## src/rtl/mem_port_arbiter_pkg.sv

```systemverilog
// Shared definitions for the two-requester memory port arbiter.
// This package holds the FSM encoding, the wait-counter width and the round-robin pick helper.
package mem_port_arbiter_pkg;

    localparam logic [1:0] ST_IDLE = 2'd0;
    localparam logic [1:0] ST_BUSY = 2'd1;
    localparam logic [1:0] ST_DONE = 2'd2;

    localparam int CNT_W = 8;

    // If both requesters are asking, the one that did not own the port last time wins.
    function automatic logic rr_pick(input logic r0, input logic r1, input logic last);
        if (r0 && r1) return ~last;
        return r1;
    endfunction

endpackage

```

## src/rtl/mem_port_arbiter_mux.sv

```systemverilog
// Two-input selector that sits in front of the memory port.
// It is used for both the address path and the write-data path.
module mem_port_arbiter_mux #(
    parameter int W = 32
) (
    input  logic [W-1:0] a,
    input  logic [W-1:0] b,
    input  logic         sel,
    output logic [W-1:0] y
);

    assign y = sel ? b : a;

endmodule

```

## src/rtl/mem_port_arbiter.sv

```systemverilog
// Arbitrates one memory port between instruction fetch (0) and data load/store (1).
// state | meaning
// IDLE  | no owner; arbitrate among pending requests
// BUSY  | owner's access on the memory port; waiting for mem_ready or timeout
// DONE  | ack pulse to owner; grant released on the next edge
module mem_port_arbiter
    import mem_port_arbiter_pkg::*;
#(
    parameter int DW      = 32,
    parameter int AW      = 32,
    parameter int TIMEOUT = 15
) (
    input  logic          clk,
    input  logic          rst_n,
    input  logic          req0,
    input  logic          req1,
    input  logic [AW-1:0] addr0,
    input  logic [AW-1:0] addr1,
    input  logic [DW-1:0] wdata0,
    input  logic [DW-1:0] wdata1,
    input  logic          we0,
    input  logic          we1,
    output logic          gnt0,
    output logic          gnt1,
    output logic          ack0,
    output logic          ack1,
    output logic          err,
    output logic [DW-1:0] rdata,
    output logic          sel,
    output logic          mem_en,
    output logic          mem_we,
    output logic [AW-1:0] mem_addr,
    output logic [DW-1:0] mem_wdata,
    input  logic [DW-1:0] mem_rdata,
    input  logic          mem_ready
);

    localparam logic [CNT_W-1:0] CNT_LAST = CNT_W'(TIMEOUT - 1);

    logic [1:0]       state;
    logic [CNT_W-1:0] cnt;
    logic             last;
    logic             pick;

    assign pick   = rr_pick(req0, req1, last);
    assign mem_en = (state == ST_BUSY);
    assign mem_we = mem_en & (sel ? we1 : we0);

    mem_port_arbiter_mux #(.W(AW)) u_addr_mux (
        .a   (addr0),
        .b   (addr1),
        .sel (sel),
        .y   (mem_addr)
    );

    mem_port_arbiter_mux #(.W(DW)) u_wdata_mux (
        .a   (wdata0),
        .b   (wdata1),
        .sel (sel),
        .y   (mem_wdata)
    );

    always_ff @(posedge clk or negedge rst_n) begin
        if (!rst_n) begin
            state <= ST_IDLE;
            sel   <= 1'b0;
            gnt0  <= 1'b0;
            gnt1  <= 1'b0;
            ack0  <= 1'b0;
            ack1  <= 1'b0;
            err   <= 1'b0;
            rdata <= '0;
            cnt   <= '0;
            last  <= 1'b1;
        end else begin
            case (state)
                ST_IDLE: begin
                    if (req0 || req1) begin
                        sel   <= pick;
                        gnt0  <= ~pick;
                        gnt1  <= pick;
                        last  <= pick;
                        cnt   <= '0;
                        state <= ST_BUSY;
                    end
                end
                ST_BUSY: begin
                    // A ready arriving on the timeout cycle still counts as success.
                    if (mem_ready) begin
                        rdata <= mem_rdata;
                        err   <= 1'b0;
                        ack0  <= ~sel;
                        ack1  <= sel;
                        state <= ST_DONE;
                    end else if (cnt == CNT_LAST) begin
                        rdata <= '0;
                        err   <= 1'b1;
                        ack0  <= ~sel;
                        ack1  <= sel;
                        state <= ST_DONE;
                    end else begin
                        cnt <= cnt + 1'b1;
                    end
                end
                ST_DONE: begin
                    ack0  <= 1'b0;
                    ack1  <= 1'b0;
                    gnt0  <= 1'b0;
                    gnt1  <= 1'b0;
                    state <= ST_IDLE;
                end
                default: state <= ST_IDLE;
            endcase
        end
    end

endmodule
```

## config.mk

```make
export PLATFORM = sky130hd
export DESIGN_NAME = mem_port_arbiter
export DESIGN_NICKNAME = d
export VERILOG_FILES = /design/src/rtl/mem_port_arbiter_pkg.sv /design/src/rtl/mem_port_arbiter_mux.sv /design/src/rtl/mem_port_arbiter.sv
export SDC_FILE = /design/constraint.sdc
export NUM_CORES = 1
export LEC_CHECK = 0
export ABC_CLOCK_PERIOD_IN_PS = 4300
export BUFFER_PORTS_ARGS = -buffer_cell sky130_fd_sc_hd__buf_2
export CORE_AREA = 2 2 105 107
export DETAILED_ROUTE_END_ITERATION = 10
export DIE_AREA = 0 0 107 109
export GPL_ROUTABILITY_DRIVEN = 0
export SYNTH_ARGS = -nofsm -noshare
export SYNTH_HDL_FRONTEND = slang
export SYNTH_SLANG_ARGS = --single-unit
```

## constraint.sdc

```tcl
create_clock -name clk -period 4.3 [get_ports clk]
set_input_delay 0.86 -clock clk [delete_from_list [all_inputs] [get_ports clk]]
set_output_delay 0.86 -clock clk [all_outputs]
set_load 0.01 [all_outputs]
```

# Word level (Yosys, flattened, before mapping)
# Index checks and enable logic that the tools add are counted.
[totals]
regBits = 49
latchBits = 0
ram_bits = 0
romBits = 0
input_bits = 167
word_cells = 63
memories = 0
[classes]
n_addsub = 1
n_mul = 0
div_mod_pow = 0
magnitude_cmp = 0
eq_ne = 7
n_shift = 0
mux = 28
bitwise_logic = 4
n_reduce_logical = 13
[ops]
columns = ["operator", "n"]
rows = [
  ["$mux W32", 4],
  ["$mux W8", 3],
  ["$pmux W8 S2", 1],
  ["$mux W1", 12],
  ["$reduce_and A2 Y1", 5],
  ["$add A8 B1 Y8 const B", 1],
  ["$eq A8 B4 Y1 const B", 1],
  ["$pmux W1 S2", 4],
  ["$reduce_bool A2 Y1", 4],
  ["$mux W2", 3],
  ["$ne A2 B2 Y1 const B", 3],
  ["$pmux W2 S2", 1],
  ["$reduce_and A4 Y1", 1],
  ["$ne A3 B1 Y1 const B", 1],
  ["$not A1 Y1", 3],
  ["$eq A2 B1 Y1 const B", 1],
  ["$eq A2 B2 Y1 const B", 1],
  ["$logic_not A2 Y1", 1],
  ["$and A1 B1 Y1", 1],
  ["$logic_and A1 B1 Y1", 1],
  ["$logic_or A1 B1 Y1", 1],
]

# Logic depth before layout (Yosys ltp)
# Gate-level depths: netlist (run 1).
[logic_depth]
word_depth = 6
ltp_mapped = 7
mapped_depth_nobuf = 6

# Hierarchy
# A second synthesis (run 1) with hierarchy kept.
[unflattened]
hier_cells = 254
area_unflattened_um2 = 3240.6
[modules_own_cells]
columns = ["mod", "n_inst", "cells_each", "area_per_inst_um2", "seq_area_each_um2"]
rows = [
  ["mem_port_arbiter", 1, 182, 2152.1, 1227.4],
  ["mem_port_arbiter_mux", 2, 36, 544.3, 0.0],
]

# Least setup slack after synthesis (run 1)
# Ideal clock, no wire load.
[synth_path]
kind = "register to output"
from = "reg sel"
to = "out mem_wdata[10]"
arrival_ns = 1.350
required_time_ns = 3.440
path_slack_ns = 2.090
path_stages_with_launch = 5
n_path_buf = 3
path_cell_list = "dfrtp_1 > clkbuf_1 > buf_2 > buf_2 > mux2_2"
[synth_via]
elab_chain_cells = 1
[synth_lines]
columns = ["item", "line", "source"]
rows = [
  ["start: declaration", "mem_port_arbiter.sv:29", "output logic sel,"],
  ["start signal: assignment", "mem_port_arbiter.sv:79", "sel <= pick;"],
  ["$mux W32", "mem_port_arbiter_mux.sv:12", "assign y = sel ? b : a;"],
  ["end: declaration", "mem_port_arbiter.sv:33", "output logic [DW-1:0] mem_wdata,"],
]
# No other way between the ends.

# Worst setup path in the final report (run 1)
[layout_path]
from = "reg sel"
to = "out mem_wdata[16]"
# The elaborated chain is that of the path after synthesis.

==> results of run 1 <==
==> worst max-delay path by stage <==
stage	start	endpoint	slack [ns]	cells past startpoint
after floorplan	sel$_DFFE_PN0P_	mem_wdata[10]	2.09	4
after global placement	sel$_DFFE_PN0P_	mem_wdata[6]	1.61	3
after detailed placement	sel$_DFFE_PN0P_	mem_wdata[9]	1.54	3
after CTS	sel$_DFFE_PN0P_	mem_wdata[9]	1.20	3
after global routing	sel$_DFFE_PN0P_	mem_wdata[30]	1.10	3
final	sel$_DFFE_PN0P_	mem_wdata[16]	1.20	3
==> sequential cells by signal, summed over array words and instances, names as in the netlist <==
| register | cells |
|---|---|
| err | 1 |
| state | 2 |
| sel | 1 |
| rdata | 32 |
| last | 1 |
| ack0 | 1 |
| cnt | 8 |
| ack1 | 1 |
| gnt1 | 1 |
| gnt0 | 1 |
==> power by group <==
group          switching, mW  leakage [nW]  internal, mW
Combinational          0.709          1.74         0.761
Clock                  0.173        0.0511         0.122
Sequential             0.176         0.618         0.653
==> layout by cell type (no fill, tap or decap), types with 3 or more instances in the layout <==
cell type,n
a21o_1,3
clkbuf_8,5
nor2_1,6
mux2_2,67
diode_2,3
nand3_1,6
a21oi_1,7
ha_1,6
nand2_1,10
a22o_1,32
nor2b_1,3
o21ai_0,4
buf_2,270
dfrtp_1,47
inv_1,5
mux2i_1,3
==> layer usage <==
| metal | GRT usage | part of all wire | vias up |
|---|---|---|---|
| met4 | 0.0195 | 0.0056 | 6 |
| li1 | - | - | 1454 |
| met2 | 0.264 | 0.46 | 159 |
| met3 | 0.0699 | 0.10 | 12 |
| met5 | 0 | 0.0034 | - |
| met1 | 0.234 | 0.42 | 1404 |
==> kinds of logic (layout without fill, tap and decap cells) <==
family	count (synthesis)	after routing	share of synthesized area
buf+inv	23	286	0.0425
mux	70	70	0.269
fa+ha+maj	6	6	0.0257
compound gates	57	57	0.151
flops	49	49	0.421
simple gates	43	43	0.0905
other cells	0	3	0
==> stage by stage <==
| step | utilization | hold slack [ns] |
|---|---|---|
| global route | 0.421 | 0.522 |
| floorplan | - | 0.494 |
| detailed placement | 0.411 | 0.482 |
| global placement | 0.411 | 0.474 |
| finish | 0.421 | 0.503 |
| CTS | 0.421 | 0.510 |
==> final cells by class <==
class	count	share of cell area
antenna	3	0.00168
clock buffer	5	0.0154
clock inverter	3	0.00756
inverter	6	0.00504
multi-input combinational	176	0.350
sequential	49	0.275
tap	140	0.0392
timing repair buffer	272	0.306
==> flow_summary_export.csv, run 1 <==
group,metric,value,unit
routing,drt_iter0_drc,99,
synth,synth_seq_area_share,0.421,
grt,first_global_vias,2764,
synth,synth_top_area_cell,"dfrtp_1",
critical_path,critical_path_class,"register to output pin",
routing,viasPerCell,4.64,
cts,cts_tree,"done",
min_path,worstHoldStart,"rdata[8]$_DFFE_PN0P_",
cts,clk_latency,0.31,ns
placement,dp.cells,643,
timing,layout_setup_ws,1.20,ns
grt,antenna_found_initial,7,
placement,place_ws,1.54,ns
layout,drive_above_1_share,0.697,
synth,synthArstFlopShare,1.00,
synth,ys.flop_type,"dfrtp_1",
critical_path,critical-path-slowest-cell,"dfrtp_2",
grt,grt_overflow,0,
cts,htreeDepth,2,
critical_path,crit_fanout,40,
synth,synth_commonest_cells,"mux2_2 (67), dfrtp_1 (48), a22o_1 (32), nand2_1 (10)",
placement,place_area,4360,um^2
pwr,ir_worst_vdd,0.000245,V
synth,synth_seq_cells,49,
min_path,hold_path_end,"rdata[8]$_DFFE_PN0P_",
synth,ys_warn_count,0,
timing,slew_headroom,0.192,
grt,grt_max_degree,41,
cts,cts_root_buf,"clkbuf_8",
layout,area_growth,53.2,%
layout,n_fill_cell,1009,
synth,synth_area_leaders,"dfrtp_1 (41%), mux2_2 (26%), a22o_1 (9.6%)",
flow_run,drv_cap,0,
pwr,total_power,2.59,mW
timing,rsz0062_at_grt,"no",
pwr,leakage,2.41,nW
placement,place_hpwl,8950,um
layout,final_cells,654,
critical_path,cp.required,3.44,ns
cts,clkTransAtPathRegs,0.11,ns
min_path,hold_depth,1,
timing,layout_min_cycle_time,3.10,ns
cts,cts_hold_buf,0,
floorplan,die_y,109,um
pwr,p_per_area,580,nW/um^2
synth,synth_edf_count,0,
critical_path,r2r_slack,1.93,ns
timing,worst_pin_slew,1.21,ns
cts,clkSinkCount,49,
timing,fmax,322,MHz
synth,synth.top_cell.area_share,0.412,
floorplan,start_util,0.275,
synth,yosysMostFrequentCell,"mux2_2",
routing,drt_pass1_iterations,5,
grt,grtUsageTotal,0.171,
critical_path,cpPeakStageDelay,0.90,ns
cts,post_cts_buffers,0,
routing,ant_nets,0,
routing,wire_per_inst,16.6,um
routing,wl,10900,um
layout,seq_area,1230,um^2
timing,drv_slew,0,
timing,fin_skew,0.0124,ns
layout,multiInputGateArea,1570,um^2
floorplan,die_x,107,um
synth,syn-cell-area,2920,um^2
synth,synth_cell_types,40,
cts,post_cts_resized,0,
critical_path,r2r_cells,4,
min_path,hold_path_class,"register to register",
routing,drc,0,
critical_path,r2r_start,"state[1]$_DFFE_PN0P_",
run_status,status,"complete, no violations",
floorplan,num_rows,38,
grt,grt_pass1_wl,15100,um
critical_path,path_buf_inv,2,
timing,timing.setup.tns,0,ns
layout,postLayoutCellArea,4470,um^2
timing,setup_viol_count_final,0,
floorplan,coreArea,10600,um^2
critical_path,cp-start-kind,"register",
cts,numCtsBuffers,5,
critical_path,path_cells,"buf_4 -> mux2_2 -> buf_2",
synth,syn_avg_cell_area,11.8,um^2
floorplan,dieArea,11700,um^2
synth,syn_nets,421,
placement,place.port_buffers,270,
critical_path,worstSetupEndpointType,"output pin",
timing,fin_crit_sh,0.721,
floorplan,num_io_pins,271,
critical_path,cp.arrival,2.24,ns
critical_path,reg2reg_to,"rdata[2]$_DFFE_PN0P_",
layout,nets,683,
cts,clockBufferDepth,2,
routing,dr_total_vias,3035,
timing,final_hold_viol_count,0,
synth,synthCells,248,
critical_path,crit_family,"flip-flops",
Note: power is estimated with default switching activity, not from simulation.
==> run 2: changes to the inputs <==
Settings changed: ABC_CLOCK_PERIOD_IN_PS 4300 to 2890, CORE_AREA 2 2 105 107 to 2 2 106 108, DIE_AREA 0 0 107 109 to 0 0 108 110.
Clock period 4.3 ns to 2.89 ns, I/O delays scaled along.
==> run 2 against run 1 <==
Net effect: wire length is 5.6% lower; non-clock buffer count is 3 higher; utilization is essentially flat; cell area increased by 0.87%; sequential share of layout area decreased by 0.24 points; combinational power up 57%; global-route usage fell by 1.8 points; clock power up 80%; critical endpoint is now mem_we; highest routed layer is now met4.
==> flow_summary_export.csv, run 2 (same netlist as run 1, synthesis figures left out) <==
group,metric,value,unit
run_status,status,"complete, no violations",
layout,drive_above_1_share,0.698,
layout,utilization,0.421,
routing,drt_pass1_iterations,4,
pwr,ir_worst_vdd,0.000391,V
timing,drv_slew,0,
layout,reg_top3,"rdata (32), cnt (8), state (2)",
pwr,leakage,2.44,nW
floorplan,num_rows,38,
critical_path,worstSetupStartpoint,"state[1]$_DFFE_PN0P_",
layout,nets,686,
grt,grtUsageTotal,0.153,
layout,mostFrequentLayoutCell,"buf_2",
cts,clk_latency,0.30,ns
min_path,hold_path_class,"input pin to async pin",
cts,clkTransAtPathRegs,0.10,ns
routing,dr_total_vias,3036,
timing,layout_min_cycle_time,2.35,ns
floorplan,die_y,110,um
critical_path,critical_path_class,"register to output pin",
critical_path,r2r_slack,0.88,ns
cts,clkSinkCount,49,
grt,antenna_found_initial,1,
floorplan,dieArea,11900,um^2
cts,cts_tree,"done",
timing,timing.setup.tns,0,ns
critical_path,cp.required,2.31,ns
routing,drc,0,
grt,grt_overflow,0,
timing,fin_skew,0.0113,ns
timing,slew_headroom,0.582,
critical_path,cp.arrival,1.78,ns
layout,area_growth,54.5,%
layout,largest-register,"rdata",
critical_path,r2r_start,"cnt[0]$_DFFE_PN0P_",
cts,clockBufferDepth,2,
cts,post_cts_buffers,0,
critical_path,reg2reg_to,"rdata[1]$_DFFE_PN0P_",
routing,ant_nets,0,
critical_path,r2r_cells,6,
cts,cts_hold_buf,0,
cts,htreeDepth,2,
layout,most-common-layout-cells,"buf_2 (270), mux2_2 (67), dfrtp_1 (47), a22o_1 (32), nand2_1 (10)",
flow_run,drv_cap,0,
layout,largest_reg_flops,32,
cts,cts_root_buf,"clkbuf_8",
timing,fin_crit_sh,0.815,
routing,drt_iter0_drc,97,
floorplan,num_io_pins,271,
critical_path,crit_end,"mem_we",
floorplan,start_util,0.273,
pwr,p_per_area,884,nW/um^2
cts,post_cts_resized,0,
timing,setup_viol_count_final,0,
routing,viasPerCell,4.64,
timing,fmax,425,MHz
grt,first_global_vias,2660,
placement,place.port_buffers,270,
critical_path,cp-start-kind,"register",
routing,wl,10300,um
grt,grt_pass1_wl,13900,um
cts,numCtsBuffers,5,
floorplan,die_x,108,um
critical_path,crit_fanout,14,
timing,final_hold_viol_count,0,
routing,wire_per_inst,15.7,um
floorplan,coreArea,10700,um^2
placement,place_hpwl,8380,um
timing,worst_pin_slew,0.624,ns
grt,grt_max_degree,50,
critical_path,worstSetupEndpointType,"output pin",
timing,rsz0062_at_grt,"no",
layout,n_fill_cell,1046,
==> run 2: changes by cell type in the layout (fill, tap and decap cells not counted) <==
cell / delta
clkbuf_8: +1
bufinv_16: +1
clkinv_4: -2
diode_2: -2
clkinv_8: -1
inv_8: +1
buf_4: +3
==> run 2: critical path: stages, from the launching register on <==
cell      delay [ns]
dfrtp_1         0.41
inv_1           0.10
ha_1            0.15
buf_4           0.18
clkinv_1        0.25
nor2_1          0.22
buf_2           0.16
==> run 2: layer usage <==
layer | vias up | track usage | wire length, um
li1 | 1462 | - | -
met3 | 2 | 0.0429 | 913
met2 | 159 | 0.245 | 4980
met4 | 0 | 0.0247 | 29
met1 | 1413 | 0.212 | 4340
met5 | - | 0 | 0
==> run 2: where the power goes <==
part | leakage, nW | internal (mW) | total (mW) | switching (mW)
clock | 0.0633 | 0.288 | 0.528 | 0.240
combinational | 1.76 | 1.15 | 2.31 | 1.16
sequential | 0.618 | 0.974 | 1.14 | 0.171
total | 2.44 | 2.41 | 3.98 | 1.57
==> run 2: worst min-delay path by stage <==
stage,endpoint
global route,rdata[23]$_DFFE_PN0P_
detailed placement,rdata[2]$_DFFE_PN0P_
finish,rdata[16]$_DFFE_PN0P_
floorplan,ack0$_DFFE_PN0P_
CTS,rdata[16]$_DFFE_PN0P_
global placement,rdata[22]$_DFFE_PN0P_
==> run 2: layout make-up <==
| class | count | area, um^2 | share of cell area |
|---|---|---|---|
| Multi-Input combinational cell | 176 | 1570 | 0.347 |
| Timing Repair Buffer | 275 | 1390 | 0.308 |
| Sequential cell | 49 | 1230 | 0.273 |
| Tap cell | 140 | 175 | 0.0389 |
| Clock buffer | 6 | 82.6 | 0.0183 |
| Clock inverter | 2 | 41.3 | 0.00916 |
| Inverter | 6 | 22.5 | 0.00500 |
| Antenna cell | 1 | 2.50 | 0.000555 |
==> run 2: through the flow <==
step           hold slack [ns]  total power [mW]  area [um^2]  setup WS [ns]  cells
6_report                 0.358              3.98         4510          0.535    655
3_3_place_gp             0.477              3.46         4380          0.907    646
5_1_grt                  0.417              4.29         4500          0.369    654
4_1_cts                  0.380              4.05         4500          0.508    654
2_1_floorplan            0.282              2.65         2920          0.962    248
3_5_place_dp             0.480              3.50         4380          0.859    646
